[src/rtl/avmm_wr_arbiter.sv]
// Two-requester write-only Avalon-MM arbiter: round-robin with bounded hold.
// Optional build macro ARB_STATS_EN adds stat0/stat1/stall counters.
module avmm_wr_arbiter #(
  parameter int unsigned MAX_HOLD = 4,
  parameter int unsigned ADDR_W   = 64,
  parameter int unsigned DATA_W   = 32
) (
  input  logic                clock,
  input  logic                reset,
  input  logic [ADDR_W-1:0]   r0Address,
  input  logic [DATA_W/8-1:0] r0ByteEnable,
  input  logic                r0ChipSelect,
  input  logic                r0Write,
  input  logic [DATA_W-1:0]   r0WriteData,
  output logic                r0WaitRequest,
  input  logic [ADDR_W-1:0]   r1Address,
  input  logic [DATA_W/8-1:0] r1ByteEnable,
  input  logic                r1ChipSelect,
  input  logic                r1Write,
  input  logic [DATA_W-1:0]   r1WriteData,
  output logic                r1WaitRequest,
  output logic [ADDR_W-1:0]   mAddress,
  output logic [DATA_W/8-1:0] mByteEnable,
  output logic                mChipSelect,
  output logic                mWrite,
  output logic [DATA_W-1:0]   mWriteData,
  input  logic                mWaitRequest,
  output logic [1:0]          grant
`ifdef ARB_STATS_EN
  ,
  output logic [31:0]         stat0,
  output logic [31:0]         stat1,
  output logic [15:0]         stall
`endif
);

  localparam int unsigned CNT_W = 4;

  typedef enum logic [1:0] {
    IDLE = 2'd0,
    OWN0 = 2'd1,
    OWN1 = 2'd2
  } stateT;

  stateT            state;
  stateT            stateNext;
  logic             lastWin;
  logic [CNT_W-1:0] holdCnt;
  logic             req0;
  logic             req1;
  logic             accept;
  logic             holdHit;

  assign req0    = r0ChipSelect & r0Write;
  assign req1    = r1ChipSelect & r1Write;
  assign accept  = ((state == OWN0) & req0 | (state == OWN1) & req1) & ~mWaitRequest;
  assign holdHit = ((5'(holdCnt) + 5'd1) >= 5'(MAX_HOLD));

  // State, round-robin pointer and hold counter
  always_ff @(posedge clock) begin
    if (reset) begin
      state   <= IDLE;
      lastWin <= 1'b1;
      holdCnt <= '0;
    end else begin
      state <= stateNext;
      if ((stateNext != state) && (stateNext != IDLE)) begin
        holdCnt <= '0;
        lastWin <= (stateNext == OWN1);
      end else if (accept && (holdCnt != 4'hF)) begin
        holdCnt <= holdCnt + 4'd1;
      end
    end
  end

  // Next-state: a stalled owner transfer always blocks a switch
  always_comb begin
    stateNext = state;
    case (state)
      IDLE: begin
        if (req0 && req1)  stateNext = lastWin ? OWN0 : OWN1;
        else if (req0)     stateNext = OWN0;
        else if (req1)     stateNext = OWN1;
      end
      OWN0: begin
        if (!req0)                                stateNext = req1 ? OWN1 : IDLE;
        else if (!mWaitRequest && holdHit && req1) stateNext = OWN1;
      end
      OWN1: begin
        if (!req1)                                stateNext = req0 ? OWN0 : IDLE;
        else if (!mWaitRequest && holdHit && req0) stateNext = OWN0;
      end
      default: stateNext = IDLE;
    endcase
  end

  // Datapath mux and waitrequest steering from the registered owner
  always_comb begin
    grant         = 2'b00;
    r0WaitRequest = 1'b1;
    r1WaitRequest = 1'b1;
    mAddress      = '0;
    mByteEnable   = '0;
    mChipSelect   = 1'b0;
    mWrite        = 1'b0;
    mWriteData    = '0;
    case (state)
      OWN0: begin
        grant         = 2'b01;
        r0WaitRequest = mWaitRequest;
        mAddress      = r0Address;
        mByteEnable   = r0ByteEnable;
        mChipSelect   = r0ChipSelect;
        mWrite        = r0Write;
        mWriteData    = r0WriteData;
      end
      OWN1: begin
        grant         = 2'b10;
        r1WaitRequest = mWaitRequest;
        mAddress      = r1Address;
        mByteEnable   = r1ByteEnable;
        mChipSelect   = r1ChipSelect;
        mWrite        = r1Write;
        mWriteData    = r1WriteData;
      end
      default: begin
        grant = 2'b00;
      end
    endcase
  end

`ifdef ARB_STATS_EN
  logic waiting;

  // A requester is waiting whenever it asserts a request it does not own
  assign waiting = (req0 && (state != OWN0)) || (req1 && (state != OWN1));

  // Saturating accept and stall counters
  always_ff @(posedge clock) begin
    if (reset) begin
      stat0 <= '0;
      stat1 <= '0;
      stall <= '0;
    end else begin
      if (accept && (state == OWN0) && (stat0 != 32'hFFFF_FFFF)) stat0 <= stat0 + 32'd1;
      if (accept && (state == OWN1) && (stat1 != 32'hFFFF_FFFF)) stat1 <= stat1 + 32'd1;
      if (waiting && (stall != 16'hFFFF))                        stall <= stall + 16'd1;
    end
  end
`endif

endmodule

[config.mk]
export PLATFORM = sky130hd
export DESIGN_NAME = avmm_wr_arbiter
export DESIGN_NICKNAME = d
export VERILOG_FILES = /design/src/rtl/avmm_wr_arbiter.sv
export SDC_FILE = /design/constraint.sdc
export NUM_CORES = 1
export LEC_CHECK = 0
export ABC_AREA = 1
export CAP_MARGIN = 25
export CORE_AREA = 2 2 122 124
export DETAILED_ROUTE_END_ITERATION = 10
export DIE_AREA = 0 0 124 126
export PLACE_DENSITY = 0.56
export SYNTH_ARGS = -nofsm -noshare
export SYNTH_HDL_FRONTEND = slang
export SYNTH_SLANG_ARGS = --single-unit
[constraint.sdc]
create_clock -name clock -period 2.12 [get_ports clock]
set_input_delay 0.212 -clock clock [delete_from_list [all_inputs] [get_ports clock]]
set_output_delay 0.212 -clock clock [all_outputs]
set_load 0.01 [all_outputs]
==> metrics.txt, run 1 <==
# TYPE chip_impl_metric gauge
chip_impl_info{name="critPathCaptureType",value="output pin"} 1
chip_impl_metric{name="synth.avg_cell_area",unit="sq um"} 4.63
chip_impl_info{name="start_kind",value="flop"} 1
chip_impl_metric{name="clk_transition_reported_paths",unit="ps"} 40
chip_impl_metric{name="netlist.area_leader.share",unit="%"} 42.4
chip_impl_metric{name="antenna_violating_nets_post_route",unit=""} 0
chip_impl_metric{name="grt_antenna_before_repair",unit=""} 0
chip_impl_metric{name="totalWireLength",unit="mm"} 12.1
chip_impl_metric{name="cap_violations",unit=""} 0
chip_impl_metric{name="gp_congestion",unit=""} 0.849
chip_impl_metric{name="synth_seq_cells",unit=""} 7
chip_impl_metric{name="grt_start_max_net_pins",unit=""} 52
chip_impl_info{name="clock_tree_from_tritoncts",value="yes"} 1
chip_impl_metric{name="synth_warnings",unit=""} 0
chip_impl_metric{name="track_usage",unit="%"} 14.0
chip_impl_info{name="synth_top_flop_cell",value="dfxtp_1"} 1
chip_impl_metric{name="timing_worst_slew_pin_value",unit="ps"} 246
chip_impl_metric{name="clock_latency",unit="ps"} 230
chip_impl_metric{name="post_drt_via_cell_ratio",unit=""} 4.27
chip_impl_metric{name="chipHeight",unit="um"} 126
chip_impl_metric{name="number_of_nets_in_the_layout",unit=""} 944
chip_impl_metric{name="design.portCount",unit=""} 313
chip_impl_metric{name="cts_max_path_buffers",unit=""} 2
chip_impl_metric{name="cts-buffers-inserted",unit=""} 3
chip_impl_info{name="top_layer_used",value="met4"} 1
chip_impl_metric{name="peakVddDrop",unit="V"} 0.000218
chip_impl_metric{name="detailroute.wirelength.met2",unit="mm"} 6.45
chip_impl_metric{name="wl_per_cell",unit="um"} 13.3
chip_impl_metric{name="port_buffers",unit=""} 312
chip_impl_metric{name="cts.hold.buffers_added",unit=""} 0
chip_impl_metric{name="setup_total_negative_slack",unit="ps"} 0
chip_impl_metric{name="synth-edff-count",unit=""} 0
chip_impl_metric{name="layout-drive-gt1-share",unit="%"} 4.25
chip_impl_metric{name="final_max_slew_viol_count",unit=""} 0
chip_impl_metric{name="place_ws",unit="ps"} 66.3
chip_impl_metric{name="horizontal_extent_of_the_die",unit="um"} 124
chip_impl_metric{name="cellPowerDensity",unit="mW/mm^2"} 298
chip_impl_metric{name="cp_slowest_stage_delay",unit="ps"} 340
chip_impl_metric{name="total_standard_cell_area_after_synthesis",unit="sq mm"} 0.00202
chip_impl_metric{name="final_number_of_hold_violating_endpoints",unit=""} 0
chip_impl_metric{name="gr-total-overflow",unit=""} 0
chip_impl_metric{name="detail_route.drc_violations",unit=""} 0
chip_impl_metric{name="post_synth_inst_count",unit=""} 436
chip_impl_info{name="critical_path.top_delay_family",value="buffers and inverters"} 1
chip_impl_metric{name="drtIter0Drc",unit=""} 99
chip_impl_metric{name="worst_slew_margin_rel",unit="%"} 83.5
chip_impl_metric{name="worst-endpoint-arrival",unit="ps"} 1770
chip_impl_info{name="cell_breakdown_of_the_critical_path",value="buf_4 > ha_4 > buf_12 > nand2_1 > a21oi_1 > dlygate4sd2_1"} 1
chip_impl_info{name="rsz0062_at_grt",value="no"} 1
chip_impl_metric{name="timing.final.setup_violations",unit=""} 0
chip_impl_metric{name="worst_slack",unit="ps"} 137
chip_impl_metric{name="initial_core_util",unit="%"} 14.1
chip_impl_metric{name="final_min_period_over_clock_period",unit="%"} 93.5
chip_impl_info{name="crit_path_top_delay_cell",value="dfxtp_1"} 1
chip_impl_info{name="crit_type",value="flop to output pin"} 1
chip_impl_metric{name="clock.fmax",unit="GHz"} 0.504
chip_impl_metric{name="leakage",unit="nW"} 2.37
chip_impl_info{name="clockRootBuffer",value="clkbuf_16"} 1
chip_impl_info{name="outcome",value="completed"} 1
chip_impl_metric{name="synth_nets",unit=""} 649
chip_impl_info{name="hold_class",value="flop to flop"} 1
chip_impl_metric{name="grt_pass1_wl",unit="mm"} 17.8
chip_impl_metric{name="dieArea",unit="sq mm"} 0.0156
chip_impl_metric{name="critPathBufInv",unit=""} 3
chip_impl_metric{name="design.core.area",unit="sq mm"} 0.0143
chip_impl_metric{name="cts.htree.levels",unit=""} 1
chip_impl_info{name="cell_types_with_the_highest_counts_after_synthesis",value="228 x nand2_1, 104 x a21oi_1, 34 x clkbuf_1"} 1
chip_impl_metric{name="netlist-cell-type-count",unit=""} 23
chip_impl_metric{name="synth.yosys.seq_area_share",unit="%"} 6.93
chip_impl_metric{name="grt_pass1_vias",unit=""} 3829
chip_impl_metric{name="period_minus_slack",unit="ps"} 1980
chip_impl_metric{name="synthToLayoutAreaGrowth",unit="%"} 169
chip_impl_metric{name="wl_met1",unit="mm"} 4.37
chip_impl_info{name="synth_top_cells_by_area",value="nand2_1 42%, a21oi_1 26%, dfxtp_1 6.9%"} 1
chip_impl_metric{name="critical_path.max_fanout",unit=""} 47
chip_impl_metric{name="hpwlAfterDp",unit="mm"} 9.65
chip_impl_metric{name="timing.clock.skew",unit="ps"} 4.50
chip_impl_metric{name="rows",unit=""} 44
chip_impl_metric{name="data_required_time_at_the_worst_endpoint",unit="ps"} 1910
chip_impl_metric{name="drt-pass1-iter-count",unit=""} 4
chip_impl_metric{name="vias",unit=""} 3899
chip_impl_metric{name="postSynth.asyncResetShare",unit="%"} 0
chip_impl_metric{name="antenna_cells",unit=""} 0
chip_impl_info{name="yosys.area.top_type",value="nand2_1"} 1
chip_impl_info{name="synthMostInstantiatedCell",value="nand2_1"} 1
chip_impl_metric{name="met3_routed_wirelength",unit="mm"} 1.11
chip_impl_metric{name="cts_num_sinks",unit=""} 7
[worst min-delay path: stages, from the launching register on]
cell and delay [ps]:
dfxtp_1 300, nand3_1 80, nand2_1 40
[state kept, by name (all words and copies together), names as in the netlist]
| signal | cells |
|---|---|
| state | 2 |
| lastWin | 1 |
| holdCnt | 4 |
[cell families after synthesis]
kind of cell / after synthesis / synth area share (%)
buffers and inverters: 55 / 10.2
XOR/XNOR: 1 / 0.434
AND/OR/NAND/NOR: 256 / 50.1
multiplexers: 2 / 1.05
adder cells (fa/ha/maj): 6 / 3.72
flip-flops: 7 / 6.93
AO/OA/AOI/OAI: 109 / 27.6
[repair_timing]
item                       4_1_cts  5_1_grt
resized for setup              101        4
gates cloned                     1        0
pin swaps                        2        1
buffers inserted                 2        0
setup endpoints to repair      102        7
[path summary, 6_finish.rpt]
| path | cells after the start | slack [ps] | start | to |
|---|---|---|---|---|
| worst max-delay path | 6 | 140 | state[1] | mAddress[19] |
| worst min-delay path | 2 | 470 | lastWin | lastWin |
| worst max register to register | 13 | 160 | state[1] | holdCnt[0] |
| worst min register to register | 2 | 470 | lastWin | lastWin |
[metrics by stage]
step | instance area (sq um) | power, W | util [%] | std cells | hold slack, ps
3_5_place_dp | 5420 | 0.00134 | 37.8 | 907 | 469
5_1_grt | 5430 | 0.00174 | 37.9 | 914 | 507
2_1_floorplan | 2020 | 0.000607 | - | 436 | 284
6_report | 5430 | 0.00162 | 37.9 | 914 | 470
3_3_place_gp | 5420 | 0.00133 | 37.8 | 907 | 463
4_1_cts | 5420 | 0.00164 | 37.9 | 914 | 473
[report_power, final]
part | total, W | internal (W) | switching [W]
sequential | 0.000148 | 0.000141 | 0.00000686
clock | 0.000324 | 0.000250 | 0.0000736
combinational | 0.00115 | 0.000608 | 0.000537
[layout make-up]
class / count / area (sq um)
multi-input combinational: 374 / 1700
tap: 184 / 230
sequential: 7 / 140
timing repair buffer: 325 / 3200
fill: 1576 / 8890
inverter: 20 / 75.1
clock buffer: 4 / 78.8
[metal layers]
layer,up-vias,track usage (%)
met2,187,28.2
met5,-,0
met4,0,2.78
met1,1718,14.0
li1,1973,-
met3,21,3.53
[cell usage in the layout (no fill, tap or decap), types with 2 or more instances in the layout]
cell,netlist,layout
nand2_1,228,228
dlymetal6s2s_1,0,3
ha_4,0,2
dlygate4sd2_1,0,99
nand3_2,4,4
nand2_2,5,5
inv_2,0,2
nor3_1,2,2
a21oi_1,104,104
buf_4,0,5
inv_1,20,18
clkbuf_16,0,3
nor2_1,12,12
ha_1,6,4
clkdlybuf4s50_1,0,210
dfxtp_1,7,7
nand3_1,2,2
buf_12,0,6
(Power assumes the default switching activity.)
==> run 2, diff against run 1 <==
--- a/config.mk
+++ b/config.mk
@@ -7,10 +7,10 @@
 export LEC_CHECK = 0
 export ABC_AREA = 1
 export CAP_MARGIN = 25
-export CORE_AREA = 2 2 122 124
+export CORE_AREA = 8 8 115 117
 export DETAILED_ROUTE_END_ITERATION = 10
-export DIE_AREA = 0 0 124 126
-export PLACE_DENSITY = 0.56
+export DIE_AREA = 0 0 123 125
+export PLACE_DENSITY = 0.67
 export SYNTH_ARGS = -nofsm -noshare
 export SYNTH_HDL_FRONTEND = slang
 export SYNTH_SLANG_ARGS = --single-unit
==> metrics.txt, run 2 (synthesis results as in run 1) <==
# TYPE chip_impl_metric gauge
chip_impl_info{name="outcome",value="completed"} 1
chip_impl_metric{name="drt-pass1-iter-count",unit=""} 5
chip_impl_metric{name="gp_congestion",unit=""} 0.862
chip_impl_metric{name="cts_max_path_buffers",unit=""} 2
chip_impl_metric{name="number_of_nets_in_the_layout",unit=""} 944
chip_impl_info{name="hold_class",value="flop to flop"} 1
chip_impl_metric{name="design.core.area",unit="sq mm"} 0.0116
chip_impl_metric{name="drtIter0Drc",unit=""} 212
chip_impl_metric{name="synthToLayoutAreaGrowth",unit="%"} 166
chip_impl_metric{name="initial_core_util",unit="%"} 17.4
chip_impl_info{name="cp-endpoint",value="mAddress[48]"} 1
chip_impl_info{name="commonest_non_fill_non_tap_cell_in_the_layout",value="nand2_1"} 1
chip_impl_metric{name="gr-total-overflow",unit=""} 0
chip_impl_metric{name="post-cts-setup-buffer-count",unit=""} 0
chip_impl_metric{name="timing.final.setup_violations",unit=""} 0
chip_impl_metric{name="timing.reg2reg.setup_slack",unit="ps"} 160
chip_impl_metric{name="horizontal_extent_of_the_die",unit="um"} 123
chip_impl_metric{name="worst-endpoint-arrival",unit="ps"} 1790
chip_impl_info{name="most-common-layout-cells",value="228 x nand2_1, 210 x clkdlybuf4s50_1, 104 x a21oi_1, 101 x dlygate4sd2_1, 18 x inv_1"} 1
chip_impl_metric{name="grt_start_max_net_pins",unit=""} 53
chip_impl_metric{name="post-route-util",unit="%"} 46.3
chip_impl_info{name="rsz0062_at_grt",value="no"} 1
chip_impl_metric{name="pwr-share-clk",unit="%"} 19.3
chip_impl_metric{name="leakage",unit="nW"} 2.32
chip_impl_metric{name="post_drt_via_cell_ratio",unit=""} 4.49
chip_impl_metric{name="antenna_violating_nets_post_route",unit=""} 0
chip_impl_metric{name="clock_latency",unit="ps"} 230
chip_impl_metric{name="final_number_of_hold_violating_endpoints",unit=""} 0
chip_impl_metric{name="hold-worst-slack",unit="ps"} 465
chip_impl_metric{name="final_min_period_over_clock_period",unit="%"} 94.4
chip_impl_info{name="crit_type",value="flop to output pin"} 1
chip_impl_metric{name="cap_violations",unit=""} 0
chip_impl_metric{name="design.portCount",unit=""} 313
chip_impl_metric{name="worst_slew_margin_rel",unit="%"} 84.0
chip_impl_metric{name="cts.htree.levels",unit=""} 1
chip_impl_info{name="clock_tree_from_tritoncts",value="yes"} 1
chip_impl_metric{name="detail_route.drc_violations",unit=""} 0
chip_impl_metric{name="share_comb_of_total_power",unit="%"} 71.8
chip_impl_metric{name="dieArea",unit="sq mm"} 0.0154
chip_impl_metric{name="hpwlAfterDp",unit="mm"} 13.0
chip_impl_metric{name="timing.clock.skew",unit="ps"} 1.46
chip_impl_metric{name="setup_total_negative_slack",unit="ps"} 0
chip_impl_metric{name="peakVddDrop",unit="V"} 0.000346
chip_impl_info{name="cp-startpoint",value="state[0]"} 1
chip_impl_metric{name="worstRegToRegCells",unit=""} 13
chip_impl_metric{name="cts-buffers-inserted",unit=""} 3
chip_impl_metric{name="totalWireLength",unit="mm"} 15.8
chip_impl_metric{name="final_max_slew_viol_count",unit=""} 0
chip_impl_metric{name="place_ws",unit="ps"} 93.8
chip_impl_metric{name="period_minus_slack",unit="ps"} 2000
chip_impl_info{name="r2r_end",value="holdCnt[1]"} 1
chip_impl_info{name="largestRegisters",value="holdCnt x4, state x2, lastWin x1"} 1
chip_impl_metric{name="wl_per_cell",unit="um"} 18.1
chip_impl_info{name="clockRootBuffer",value="clkbuf_16"} 1
chip_impl_metric{name="p_int",unit="W"} 0.00101
chip_impl_metric{name="pwr-share-seq",unit="%"} 8.8
chip_impl_metric{name="switchingPower",unit="W"} 0.000657
chip_impl_metric{name="power.share.switching",unit="%"} 39.4
chip_impl_metric{name="timing_worst_slew_pin_value",unit="ps"} 239
chip_impl_metric{name="track_usage",unit="%"} 19.3
chip_impl_metric{name="rows",unit=""} 40
chip_impl_metric{name="layout-drive-gt1-share",unit="%"} 4.25
chip_impl_metric{name="antenna_cells",unit=""} 0
chip_impl_info{name="start_kind",value="flop"} 1
chip_impl_metric{name="port_buffers",unit=""} 312
chip_impl_metric{name="vias",unit=""} 3939
chip_impl_metric{name="grt_pass1_wl",unit="mm"} 23.2
chip_impl_metric{name="clk_transition_reported_paths",unit="ps"} 40
chip_impl_metric{name="cts_num_sinks",unit=""} 7
chip_impl_metric{name="cellPowerDensity",unit="mW/mm^2"} 310
chip_impl_metric{name="grt_pass1_vias",unit=""} 4058
chip_impl_metric{name="grt_antenna_before_repair",unit=""} 0
chip_impl_info{name="critPathCaptureType",value="output pin"} 1
chip_impl_metric{name="largest_register_ff_count",unit=""} 4
chip_impl_metric{name="chipHeight",unit="um"} 125
chip_impl_info{name="worst_r2r_startpoint",value="state[1]"} 1
chip_impl_metric{name="clock.fmax",unit="GHz"} 0.500
chip_impl_metric{name="critical_path.max_fanout",unit=""} 43
chip_impl_metric{name="worst_slack",unit="ps"} 118
chip_impl_info{name="regMostFlops",value="holdCnt"} 1
chip_impl_metric{name="data_required_time_at_the_worst_endpoint",unit="ps"} 1910
==> run 2: cell types whose count changed in the layout (fill, tap and decap cells not counted) <==
cell,previous run,this run
buf_12,6,5
buf_6,1,0
buf_4,5,6
inv_2,2,1
dlygate4sd2_1,99,101
buf_16,1,2
dlymetal6s2s_1,3,0
inv_4,0,1
clkdlybuf4s15_1,0,1
==> run 2: per-stage QoR <==
stage / instance area [sq um] / instances / total power (W)
CTS: 5370 / 877 / 0.00169
detailed placement: 5390 / 872 / 0.00136
finish: 5380 / 877 / 0.00167
floorplan: 2020 / 436 / 0.000607
global placement: 5390 / 872 / 0.00135
global route: 5380 / 877 / 0.00178
==> run 2: routing by layer <==
metal,vias up,track usage [%],wire (um)
met4,0,4.68,370
met5,-,0,0
met3,26,7.70,1510
met1,1753,20.3,5850
li1,1968,-,-
met2,192,34.8,8100
==> run 2: final cells by class <==
class                      count  area [sq um]
fill                        1218          6230
timing repair buffer         325          3200
multi-input combinational    374          1700
tap                          147           184
sequential                     7           140
clock buffer                   4          78.8
inverter                      20          77.6
==> run 2: how the worst min path moves through the flow <==
stage,start,slack [ps],cells after the start,endpoint
floorplan,reset,280,1,state[0]
global placement,lastWin,460,2,lastWin
detailed placement,lastWin,460,2,lastWin
CTS,lastWin,470,2,lastWin
global route,lastWin,480,2,lastWin
finish,lastWin,470,2,lastWin
==> run 2: critical path: stages (launching register included) <==
cell           delay (ps)
dfxtp_1               340
inv_1                 110
ha_1                  350
inv_4                 120
buf_16                220
a21oi_1                60
dlygate4sd2_1         320
==> run 2: what timing repair did <==
item | CTS | global route
hold buffers | 0 | 0
gates resized for setup | 105 | 2
gates cloned | 1 | 0
setup endpoints to repair | 102 | 1
==> run 2: power by group through the flow <==
stage	clock [W]	combinational [W]	sequential, W
2_1_floorplan	0	0.000455	0.000151
3_3_place_gp	0	0.00121	0.000148
3_5_place_dp	0	0.00122	0.000149
4_1_cts	0.000330	0.00121	0.000147
5_1_grt	0.000342	0.00129	0.000148
6_report	0.000322	0.00120	0.000147
